## src/rtl/fir_deconv8.sv

```systemverilog
// fir_deconv8 -- inverse stage of the 4-tap FIR y[n] = 4x[n] + 3x[n-1] + 2x[n-2] + x[n-3].
//
// Recovers the original DW-bit samples from full-precision filtered samples by
// subtracting the contribution of the three previously recovered samples and
// dividing by the leading tap (4). Out-of-range or non-integral results are
// saturated and flagged.
//
// Ports:
//   CLK         rising-edge clock
//   reset       synchronous, active-high reset
//   y_valid     y_data is valid
//   y_ready     block accepts y_data this cycle
//   y_data      unsigned filtered sample (YW bits)
//   x_valid     x_data is valid
//   x_ready     downstream accepts x_data
//   x_data      recovered sample (DW bits)
//   clr_err     clears err_sticky
//   err         error flag travelling with the offending x_data
//   err_sticky  latched error, set wins over clr_err
//   sample_cnt  count of emitted samples (wraps)
module fir_deconv8 #(
    parameter int DW = 8,
    parameter int YW = 12,
    parameter int CW = 16
) (
    input  logic          CLK,
    input  logic          reset,
    input  logic          y_valid,
    output logic          y_ready,
    input  logic [YW-1:0] y_data,
    output logic          x_valid,
    input  logic          x_ready,
    output logic [DW-1:0] x_data,
    input  logic          clr_err,
    output logic          err,
    output logic          err_sticky,
    output logic [CW-1:0] sample_cnt
);

    // Residual width: enough headroom that y - 6*max(x) never wraps.
    localparam int RW = YW + 3;

    typedef enum logic {
        EMPTY = 1'b0,
        FULL  = 1'b1
    } state_t;

    state_t state;
    state_t state_next;

    logic          accept;
    logic          transfer;

    logic [DW-1:0] h1;
    logic [DW-1:0] h2;
    logic [DW-1:0] h3;

    logic [RW-1:0]        y_ext;
    logic [RW-1:0]        h1_ext;
    logic [RW-1:0]        h2_ext;
    logic [RW-1:0]        h3_ext;
    logic [RW-1:0]        r;
    logic signed [RW-1:0] q;
    logic [DW-1:0]        x_out;
    logic                 x_err;

    assign accept   = y_valid && y_ready;
    assign transfer = x_valid && x_ready;

    // ------------------------------------------------------------------
    // Output-stage FSM: state register
    // ------------------------------------------------------------------
    // NOTE: state elements use non-blocking assignments so every register
    // samples the pre-edge values of all others, independent of block order.
    always_ff @(posedge CLK) begin
        if (reset) state <= EMPTY;
        else       state <= state_next;
    end

    // Next-state logic
    // NOTE: every signal driven here gets a default first, so no path
    // through the block leaves a value unassigned and infers a latch.
    always_comb begin
        state_next = state;
        case (state)
            EMPTY:   if (accept) state_next = FULL;
            FULL:    if (transfer && !accept) state_next = EMPTY;
            default: state_next = EMPTY;
        endcase
    end

    // Output logic; reset forces y_ready low so nothing is accepted mid-reset.
    always_comb begin
        x_valid = (state == FULL);
        y_ready = !reset && ((state == EMPTY) || x_ready);
    end

    // ------------------------------------------------------------------
    // Residual, scaling and saturation
    // ------------------------------------------------------------------
    always_comb begin
        y_ext  = RW'(y_data);
        h1_ext = RW'(h1);
        h2_ext = RW'(h2);
        h3_ext = RW'(h3);
        // Modular RW-bit arithmetic; the result is read as two's complement.
        r      = y_ext - (h1_ext << 1) - h1_ext - (h2_ext << 1) - h3_ext;
        q      = $signed(r) >>> 2;
        x_out  = q[DW-1:0];
        x_err  = (r[1:0] != 2'b00);
        if (r[RW-1]) begin
            x_out = '0;
            x_err = 1'b1;
        end else if (q[RW-1:DW] != '0) begin
            x_out = '1;
            x_err = 1'b1;
        end
    end

    // ------------------------------------------------------------------
    // Datapath registers
    // ------------------------------------------------------------------
    always_ff @(posedge CLK) begin
        if (reset) begin
            x_data     <= '0;
            err        <= 1'b0;
            err_sticky <= 1'b0;
            sample_cnt <= '0;
            h1         <= '0;
            h2         <= '0;
            h3         <= '0;
        end else begin
            if (accept) begin
                x_data <= x_out;
                err    <= x_err;
                // History follows the emitted (saturated) value so the inverse
                // stays in lock-step with what downstream actually saw.
                h3     <= h2;
                h2     <= h1;
                h1     <= x_out;
            end else if (transfer) begin
                err <= 1'b0;
            end

            if (transfer) sample_cnt <= sample_cnt + 1'b1;

            if (accept && x_err) err_sticky <= 1'b1;
            else if (clr_err)    err_sticky <= 1'b0;
        end
    end

endmodule

```

## config.mk

```make
export PLATFORM = sky130hd
export DESIGN_NAME = fir_deconv8
export DESIGN_NICKNAME = d
export VERILOG_FILES = /design/src/rtl/fir_deconv8.sv
export SDC_FILE = /design/constraint.sdc
export NUM_CORES = 1
export LEC_CHECK = 0
export ABC_AREA = 1
export ABC_CLOCK_PERIOD_IN_PS = 4750
export BUFFER_PORTS_ARGS = -buffer_cell sky130_fd_sc_hd__buf_2
export CAP_MARGIN = 20
export CELL_PAD_IN_SITES_DETAIL_PLACEMENT = 0
export CELL_PAD_IN_SITES_GLOBAL_PLACEMENT = 1
export CORE_UTILIZATION = 35
export DETAILED_ROUTE_END_ITERATION = 12
export PLACE_DENSITY_LB_ADDON = 0.12
export SLEW_MARGIN = 30
export SYNTH_ARGS = -nofsm -noshare
export SYNTH_HDL_FRONTEND = slang
export SYNTH_SLANG_ARGS = --single-unit
export TNS_END_PERCENT = 1
```

## constraint.sdc

```tcl
create_clock -name CLK -period 4.75 [get_ports CLK]
set_input_delay 0.7125 -clock CLK [delete_from_list [all_inputs] [get_ports CLK]]
set_output_delay 0.7125 -clock CLK [all_outputs]
set_load 0.02 [all_outputs]
```

==> out/qor.yml, run 1 <==
floorplanning:
  num_rows: 34
  ioPinCount: 45
  die_w_um: 98.8
  core-area_mm2: 0.00889
  die_y_um: 98.8
  start_util: 0.369
  dieArea_mm2: 0.00976
logic_synthesis:
  synth_cell_type_count: 34
  ys.flop_type: "dfxtp_1"
  ys.warnings.count: 0
  syn_area_per_cell_um2: 7.32
  async_flop_share: 0
  yosys.area.top_type: "dfxtp_1"
  syn_nets: 501
  synth_area_leaders: "dfxtp_1 (26%), inv_1 (11%), nand2_1 (10%)"
  netlist.area_leader.share: 0.263
  synthesis.area_mm2: 0.00328
  yosysSeqAreaShare: 0.263
  synth.most_common_cell: "inv_1"
  synth-seq-cells: 43
  synth_edf_count: 0
  synthTopCellsByCount: "inv_1 (95), nand2_1 (90), dfxtp_1 (43), o21ai_0 (28)"
  synthCells: 448
clocking:
  cts_sinks: 43
  post_cts_resized: 0
  cts_post_setup_buffers_inserted: 0
  clkTransAtPathRegs_ns: 0.08
  holdBufCountCts: 0
  clk_path_buf_depth: 2
  root_buffer: "clkbuf_8"
  numCtsBuffers: 5
  cts_tree: "yes"
  clock_latency_ns: 0.29
  htreeDepth: 2
timing:
  finalClockSkew_ns: 0.00604
  setup_tns_ns: 0
  max_freq_mhz: 247
  max_slew_margin: 0.466
  fin_ws_ns: 0.700
  slew_viol_final: 0
  worst_pin_slew_ns: 0.800
  fin_crit_sh: 0.853
  finalSetupViolCount: 0
  rsz0062_at_grt: "false"
  period_minus_slack_ns: 4.05
  hold_viol: 0
critical_path:
  worst-r2r-cell-count: 19
  crit-reg2reg-capture: "h1[5]"
  startpoint_type: "input port"
  cp_num_buf_inv: 3
  path_common_cell: "nand2_1"
  slowest_stage: "fa_1"
  reg2reg_from: "h1[0]"
  rrSetupSlack_ns: 0.89
  cp_max_fo: 9
  cp_slowest_stage_delay_ns: 0.46
  arrival_ns: 4.21
  crit_chain: "buf_2, inv_1, ha_1, fa_1, nand3b_1, a21oi_1, nor2_1, xnor2_1, fa_1, ha_1, nand2_1, inv_1, nand2_1, nor4_2, nor2_2, nand2_1, nand2_2, nor2_8, nand3_2, nand2_1, a21oi_2"
  endpoint_kind: "flip-flop"
  critPathTopFamily: "adder cells"
  crit_type: "in2reg"
  cp.required_ns: 4.91
placed_design:
  post-place-ws_ns: 0.468
  numPortBuffers: 44
  post-place-cells: 593
  gp_congestion: 0.768
  dp_hpwl_mm: 5.91
cells_and_area:
  drive_above_1_share: 0.205
  fill_cells: 932
  antennaDiodeCount: 0
  syn2layout_area_growth_pct: 13.7
  nNetsFinal: 545
  multiInputGateArea_mm2: 0.00202
  regArea_um2: 861
  stdcell_count: 601
power:
  sequentialPowerShare: 0.225
  power_leakage_uw: 0.00175
  p_sw_frac: 0.466
  switchingPower_uw: 835
  vdd_drop_max_mv: 0.184
  p_comb_frac: 0.610
  p_clk_frac: 0.165
  total_power_uw: 1790
  powerDensity_mw_per_mm2: 481
  power.internal_uw: 957
grt:
  grt_max_degree: 43
  grt.overflow.total: 0
  grt_pass1_vias: 2543
  antenna_found_initial: 0
  grt_pass1_wl_mm: 12.5
  grt_usage: 0.160
routing:
  first_pass_iters: 4
  drc: 0
  wl_per_cell_um: 12.1
  ant_nets: 0
  viasPerCell: 4.55
  routed_wl_mm: 7.26
  drtIter0Drc: 81
  vias: 2733
min_path:
  holdPathStages: 2
  holdPathEnd: "err_sticky"
  hold_path.class: "reg2reg"
  min-delay-start: "err_sticky"
status:
  outcome: "completed"
run:
  cap_violations: 0
## placed cells by master, fill, tap and decap left out, drive strengths merged, types with 2 or more instances in the layout
cell type and count:
nand2 101, inv 96, buf 45, dfxtp 43, nand3 35, a21oi 31
nor2 31, o21ai 28, ha 21, fa 15, xnor2 8, xor2 6
clkbuf 6, nand4 6, a31oi 4, nor3 4, nand3b 2, o21a 2
nor3b 2, o21bai 2
## stage by stage
step	hold slack, ns	utilization	cell area [um^2]
finish	0.471	0.419	3730
global route	0.521	0.419	3730
CTS	0.478	0.419	3730
detailed placement	0.466	0.406	3610
global placement	0.467	0.406	3610
floorplan	0.453	-	3280
## power groups by stage
stage                     sequential, uW  clock, uW  combinational (uW)
after floorplan                      425          0                 846
after global placement               411          0                1120
after detailed placement             411          0                1100
after CTS                            403        308                1110
after global routing                 406        322                1260
final                                403        297                1090
## worst reg2reg max path, delay by kind of cell (launching register included)
| kind | cells | cell delay [ns] |
|---|---|---|
| adder cells (fa/ha/maj) | 4 | 1.46 |
| AND/OR/NAND/NOR | 11 | 1.37 |
| flip-flops | 1 | 0.36 |
| AO/OA/AOI/OAI | 2 | 0.29 |
| XOR/XNOR | 1 | 0.17 |
| buffers and inverters | 1 | 0.08 |
## worst max-delay path by stage
stage	startpoint	end	slack (ns)	cells after the start
floorplan	y_data[1]	err	0.96	19
global placement	y_data[1]	h1[5]	0.43	21
detailed placement	y_data[1]	err_sticky	0.47	21
CTS	y_data[1]	err_sticky	0.76	21
global route	y_data[1]	err_sticky	0.38	21
finish	y_data[1]	h1[5]	0.70	21
## layout make-up
| type | instances | share of cell area |
|---|---|---|
| sequential | 43 | 0.231 |
| timing repair buffer | 45 | 0.0611 |
| multi-input combinational | 301 | 0.543 |
| clock inverter | 2 | 0.00940 |
| tap | 108 | 0.0363 |
| clock buffer | 6 | 0.0222 |
| inverter | 96 | 0.0967 |
## routing by layer
layer	track usage	vias to the layer above	wire, um
met5	0	-	0
met4	0.0241	0	42
met3	0.0255	5	192
met2	0.252	40	3170
met1	0.233	1198	3860
li1	-	1490	-
## registers in the layout, indices dropped and copies added, names as in the netlist
name / flops
h1: 8
sample_cnt: 16
err_sticky: 1
err: 1
h2: 8
x_valid: 1
h3: 8
## kinds of logic after synthesis
logic type	after synthesis	share of synthesized area
AO/OA/AOI/OAI	68	0.124
buffers and inverters	104	0.120
adder cells (fa/ha/maj)	36	0.172
flip-flops	43	0.263
XOR/XNOR	14	0.0374
AND/OR/NAND/NOR	183	0.284
Power figures use the tool's default switching activity.
==> run 2: changes to the inputs <==
- ABC_AREA: 1 -> unset
- GPL_TIMING_DRIVEN: unset -> 0
==> run 2 against run 1 <==
  * Combinational power up 41%
  * Utilization increased by 1.4 points
  * Worst hold slack worse by 0.014 ns
  * Synthesized cell count shrank 16%
  * Clock skew grew 0.0036 ns
  * Area after synthesis shrank 5.7%
  * Register-to-register slack lost 0.56 ns
  * Sequential power increased by 6.7%
  * Cell area down 2.7%
  * Fmax fell by 11%
  * Cell count shrank 12%
  * Critical path type unchanged
  * Largest power group unchanged
==> out/qor.yml, run 2 <==
placed_design:
  dp_hpwl_mm: 6.04
  dpl_cell_area_mm2: 0.00343
  gp_congestion: 0.866
  numPortBuffers: 42
cells_and_area:
  nNetsFinal: 478
  drive_above_1_share: 0.153
  final_util: 0.433
  layout_common_cells: "inv_1 (47), nand2_1 (46), dfxtp_1 (43)"
  design_area_mm2: 0.00363
  mostFrequentLayoutCell: "inv_1"
  largest_reg_flops: 16
  syn2layout_area_growth_pct: 17.3
  antennaDiodeCount: 0
  top_register: "sample_cnt"
critical_path:
  worstSetupStartpoint: "y_data[1]"
  cp_max_fo: 10
  startpoint_type: "input port"
  crit_type: "in2reg"
  cp.required_ns: 4.89
  arrival_ns: 4.68
  endpoint_kind: "flip-flop"
  reg2reg_from: "h1[0]"
power:
  total_power_uw: 2250
  power_leakage_uw: 0.00153
  powerDensity_mw_per_mm2: 621
  vdd_drop_max_mv: 0.373
grt:
  antenna_found_initial: 0
  grt_pass1_wl_mm: 12.2
  grt.overflow.total: 0
  grt_pass1_vias: 2498
  grt_max_degree: 15
  grt_usage: 0.173
timing:
  max_slew_margin: 0.515
  period_minus_slack_ns: 4.54
  finalClockSkew_ns: 0.00963
  hold_viol: 0
  finalSetupViolCount: 0
  slew_viol_final: 0
  max_freq_mhz: 220
  fin_crit_sh: 0.956
  worst_pin_slew_ns: 0.722
clocking:
  root_buffer: "clkbuf_8"
  cts_sinks: 43
  htreeDepth: 2
  numCtsBuffers: 5
  clock_latency_ns: 0.29
  cts_tree: "yes"
  clkTransAtPathRegs_ns: 0.08
  clk_path_buf_depth: 2
floorplanning:
  die_w_um: 96.0
  start_util: 0.369
  dieArea_mm2: 0.00921
  die_y_um: 96.0
  num_rows: 33
  core-area_mm2: 0.00838
  ioPinCount: 45
logic_synthesis:
  synthTopCellsByCount: "inv_1 (47), nand2_1 (46), dfxtp_1 (43), nor2_1 (31)"
  ys.flop_type: "dfxtp_1"
  synthCells: 375
  ys.warnings.count: 0
  synth-seq-cells: 43
  syn_area_per_cell_um2: 8.24
  synth_cell_type_count: 47
  async_flop_share: 0
  syn_nets: 428
  yosys.area.top_type: "dfxtp_1"
  synth_area_leaders: "dfxtp_1 (28%), fa_1 (9.7%), ha_1 (8.5%)"
  synth.most_common_cell: "inv_1"
  yosysSeqAreaShare: 0.278
  netlist.area_leader.share: 0.278
  synth_edf_count: 0
  synthesis.area_mm2: 0.00309
status:
  outcome: "completed"
routing:
  first_pass_iters: 4
  vias: 2745
  wl_per_cell_um: 14.3
  drtIter0Drc: 155
  routed_wl_mm: 7.60
  ant_nets: 0
  drc: 0
  viasPerCell: 5.17
run:
  cap_violations: 0
min_path:
  min-delay-start: "h2[6]"
  hold_path.class: "reg2reg"
run 2: cell types whose count changed after synthesis, sizes merged, moves of 4 or more:
cell    change
a21o        +4
a21oi      -10
a221oi      +9
and3        +5
buf         -4
clkbuf      +9
inv        -49
nand2      -55
nand3      -28
nor2b       +5
o21ai      -17
o31ai      +14
xor2       +11
run 2: final cells by class:
cell class / count / area [um^2]
Sequential cell: 43 / 861
Tap cell: 105 / 131
Fill cell: 866 / 4750
Multi-Input combinational cell: 272 / 2070
Timing Repair Buffer: 43 / 230
Inverter: 47 / 176
Clock inverter: 3 / 43.8
Clock buffer: 5 / 68.8
Buffer: 13 / 48.8
run 2: timing repair:
action / 4_1_cts / 5_1_grt
cloned: 0 / 0
buffers inserted: 0 / 1
pin swaps: 0 / 2
resized for setup: 1 / 9
setup endpoints to repair: 8 / 10
endpoints found under the hold margin: 0 / 0
hold buffers: 0 / 0
run 2: worst paths after layout:
| path | endpoint | cells past startpoint | slack (ns) |
|---|---|---|---|
| worst min-delay path | h3[6] | 2 | 0.46 |
| worst max register to register | h1[7] | 16 | 0.33 |
| worst max-delay path | h1[7] | 18 | 0.21 |
| worst min register to register | h3[6] | 2 | 0.46 |
run 2: stage by stage:
step	hold WS, ns	setup slack, ns	setup TNS, ns	std cells
after floorplan	0.425	0.303	0	375
after global placement	0.438	-0.580	-5.02	522
after detailed placement	0.440	-0.594	-4.96	522
after CTS	0.461	0.00333	0	530
after global routing	0.485	-0.0289	-0.0289	531
final	0.458	0.209	0	531
run 2: per-layer routing:
metal	vias up	routed length, um	global-route usage
met5	-	0	0
met4	0	40	0.0261
met3	5	280	0.0308
li1	1395	-	-
met1	1293	3740	0.249
met2	52	3540	0.275
run 2: cells by family (layout without fill, tap and decap cells):
kind of cell / after synthesis / in the layout / synth area share
simple gates: 121 / 121 / 0.179
compound gates: 88 / 88 / 0.208
buf+inv: 60 / 111 / 0.0728
flops: 43 / 43 / 0.278
fa+ha+maj: 36 / 36 / 0.182
xor+xnor: 26 / 26 / 0.0761
mux: 1 / 1 / 0.00324
run 2: worst max-delay path: stages:
cell	delay [ns]
buf_2	0.09
inv_1	0.04
ha_1	0.24
fa_1	0.44
nand2b_1	0.19
a21oi_1	0.17
xnor2_1	0.10
fa_1	0.48
inv_1	0.04
ha_1	0.39
and3_1	0.25
and3_1	0.21
a211o_1	0.31
a2111oi_2	0.44
a41o_1	0.20
a2bb2oi_4	0.16
buf_12	0.14
a221oi_1	0.08
run 2: power breakdown:
| group | total [uW] | switching [uW] | internal [uW] |
|---|---|---|---|
| clock | 287 | 130 | 157 |
| combinational | 1540 | 889 | 647 |
| sequential | 430 | 36.5 | 393 |
==> run 3: changes to the inputs <==
- ABC_AREA: unset -> 1
==> run 3 against run 2 <==
  * Die area grew 5.9%
  * Clock-buffer cell count grew 1
  * Critical path depth grew 2
  * Highest routed layer unchanged
  * Cell area grew 2.4%
  * Cell count grew 14%
  * Via count grew 2.3%
  * Worst hold slack gained 0.0094 ns
  * Combinational power shrank 31%
  * Flip-flop and latch count is the same
  * Non-clock buffer count shrank 5
  * Clock power shrank 19%
==> out/qor.yml, run 3 (same netlist as run 1, synthesis figures left out) <==
critical_path:
  crit-reg2reg-capture: "h1[6]"
  slowest_stage: "fa_1"
  cp_max_fo: 9
  crit_chain: "buf_2, inv_1, ha_1, fa_1, nand3b_1, a21oi_1, nor2_1, xnor2_1, fa_1, ha_1, inv_1, o21ai_0, a21oi_1, nand2_1, nor2_2, nor2_2, nor2_8, nand3_2, nand2_1, a21oi_2"
  crit_type: "in2reg"
  startpoint_type: "input port"
  cp_slowest_stage_delay_ns: 0.46
  worstSetupStartpoint: "y_data[1]"
  reg2reg_from: "h1[0]"
  rrSetupSlack_ns: 0.90
  worst-r2r-cell-count: 18
  cp.required_ns: 4.90
  endpoint: "h1[6]"
  arrival_ns: 4.20
  endpoint_kind: "flip-flop"
placed_design:
  dpl_cell_area_mm2: 0.00363
  gp_congestion: 0.789
  dp_hpwl_mm: 6.20
  numPortBuffers: 43
grt:
  gr-usage-met1: 0.234
  gr-max-usage-layer: "met2"
  antenna_found_initial: 0
  met3_usage: 0.0255
  grt_pass1_wl_mm: 12.4
  grt.overflow.total: 0
  grt_pass1_vias: 2614
  grt_usage: 0.160
  grt_max_degree: 14
  grt_util_met2: 0.246
cells_and_area:
  largest_reg_flops: 16
  nNetsFinal: 551
  design_area_mm2: 0.00371
  layout_common_cells: "inv_1 (95), nand2_1 (90), buf_2 (45)"
  top_register: "sample_cnt"
  drive_above_1_share: 0.200
  mostFrequentLayoutCell: "inv_1"
  antennaDiodeCount: 0
  syn2layout_area_growth_pct: 13.3
timing:
  setup_tns_ns: 0
  max_slew_margin: 0.557
  slew_viol_final: 0
  fin_crit_sh: 0.851
  finalClockSkew_ns: 0.0113
  max_freq_mhz: 247
  period_minus_slack_ns: 4.04
  hold_viol: 0
  worst_pin_slew_ns: 0.664
  finalSetupViolCount: 0
  rsz0062_at_grt: "false"
clocking:
  clk_path_buf_depth: 2
  htreeDepth: 2
  holdBufCountCts: 0
  post_cts_resized: 0
  clock_latency_ns: 0.30
  root_buffer: "clkbuf_8"
  clkTransAtPathRegs_ns: 0.09
  cts_post_setup_buffers_inserted: 0
  cts_sinks: 43
  numCtsBuffers: 5
  cts_tree: "yes"
status:
  outcome: "completed"
routing:
  first_pass_iters: 5
  viasPerCell: 4.62
  vias: 2807
  ant_nets: 0
  routed_wl_mm: 7.42
  drc: 0
  wl_per_cell_um: 12.2
  drtIter0Drc: 108
floorplanning:
  die_w_um: 98.8
  start_util: 0.369
  core-area_mm2: 0.00889
  num_rows: 34
  ioPinCount: 45
  dieArea_mm2: 0.00976
  die_y_um: 98.8
power:
  power_leakage_uw: 0.00173
  powerDensity_mw_per_mm2: 459
  vdd_drop_max_mv: 0.167
min_path:
  hold_path.class: "reg2reg"
run:
  cap_violations: 0
[run 3: cell count changes in the layout (fill, tap and decap cells not counted), sizes merged, moves of 9 or more]
cell    change
a21oi      +10
a221oi      -9
inv        +49
nand2      +55
nand3      +28
o21ai      +17
o31ai      -14
xor2       -11
[run 3: worst max-delay path: cells and delay by family]
family	cells	cell delay (ns)
AO/OA/AOI/OAI	4	0.53
XOR/XNOR	1	0.16
adder cells (fa/ha/maj)	4	1.47
buffers and inverters	3	0.23
AND/OR/NAND/NOR	8	1.10
[run 3: power by group]
part / total, uW / leakage [uW] / switching, uW / internal [uW]
Clock: 232 / 0.0000412 / 129 / 103
Combinational: 1070 / 0.00134 / 665 / 405
Sequential: 403 / 0.000349 / 19.2 / 384
[run 3: per-stage QoR]
stage / util / setup WS (ns) / power (uW) / instances / hold WS, ns
2_1_floorplan: - / 0.960 / 1270 / 448 / 0.453
5_1_grt: 0.418 / 0.452 / 1890 / 607 / 0.517
3_3_place_gp: 0.408 / 0.386 / 1500 / 599 / 0.451
3_5_place_dp: 0.408 / 0.371 / 1490 / 599 / 0.454
6_report: 0.418 / 0.707 / 1700 / 607 / 0.467
4_1_cts: 0.418 / 0.669 / 1730 / 607 / 0.467
[run 3: layer usage]
metal | up-vias | part of all wire | routed length, um
met4 | 0 | 0.0031 | 23
li1 | 1499 | - | -
met2 | 51 | 0.43 | 3200
met5 | - | 0 | 0
met1 | 1255 | 0.53 | 3970
met3 | 2 | 0.031 | 229
[run 3: cell type report]
| type | instances | area, um^2 |
|---|---|---|
| plain buffers | 8 | 32.5 |
| clock buffers | 6 | 72.6 |
| clock inverters | 2 | 12.5 |
| fillers | 990 | 5180 |
| inverters | 96 | 360 |
| multi-input cells | 301 | 2020 |
| flip-flops and latches | 43 | 861 |
| well taps | 108 | 135 |
| repair buffers | 43 | 215 |
[run 3: worst min path at each step]
stage               startpoint         end  slack, ns  cells after the start
finish              err_sticky  err_sticky       0.47                      2
global placement    err_sticky  err_sticky       0.45                      2
global route        err_sticky  err_sticky       0.52                      2
detailed placement  err_sticky  err_sticky       0.45                      2
floorplan                h2[1]       h2[1]       0.45                      2
CTS                 err_sticky  err_sticky       0.47                      2
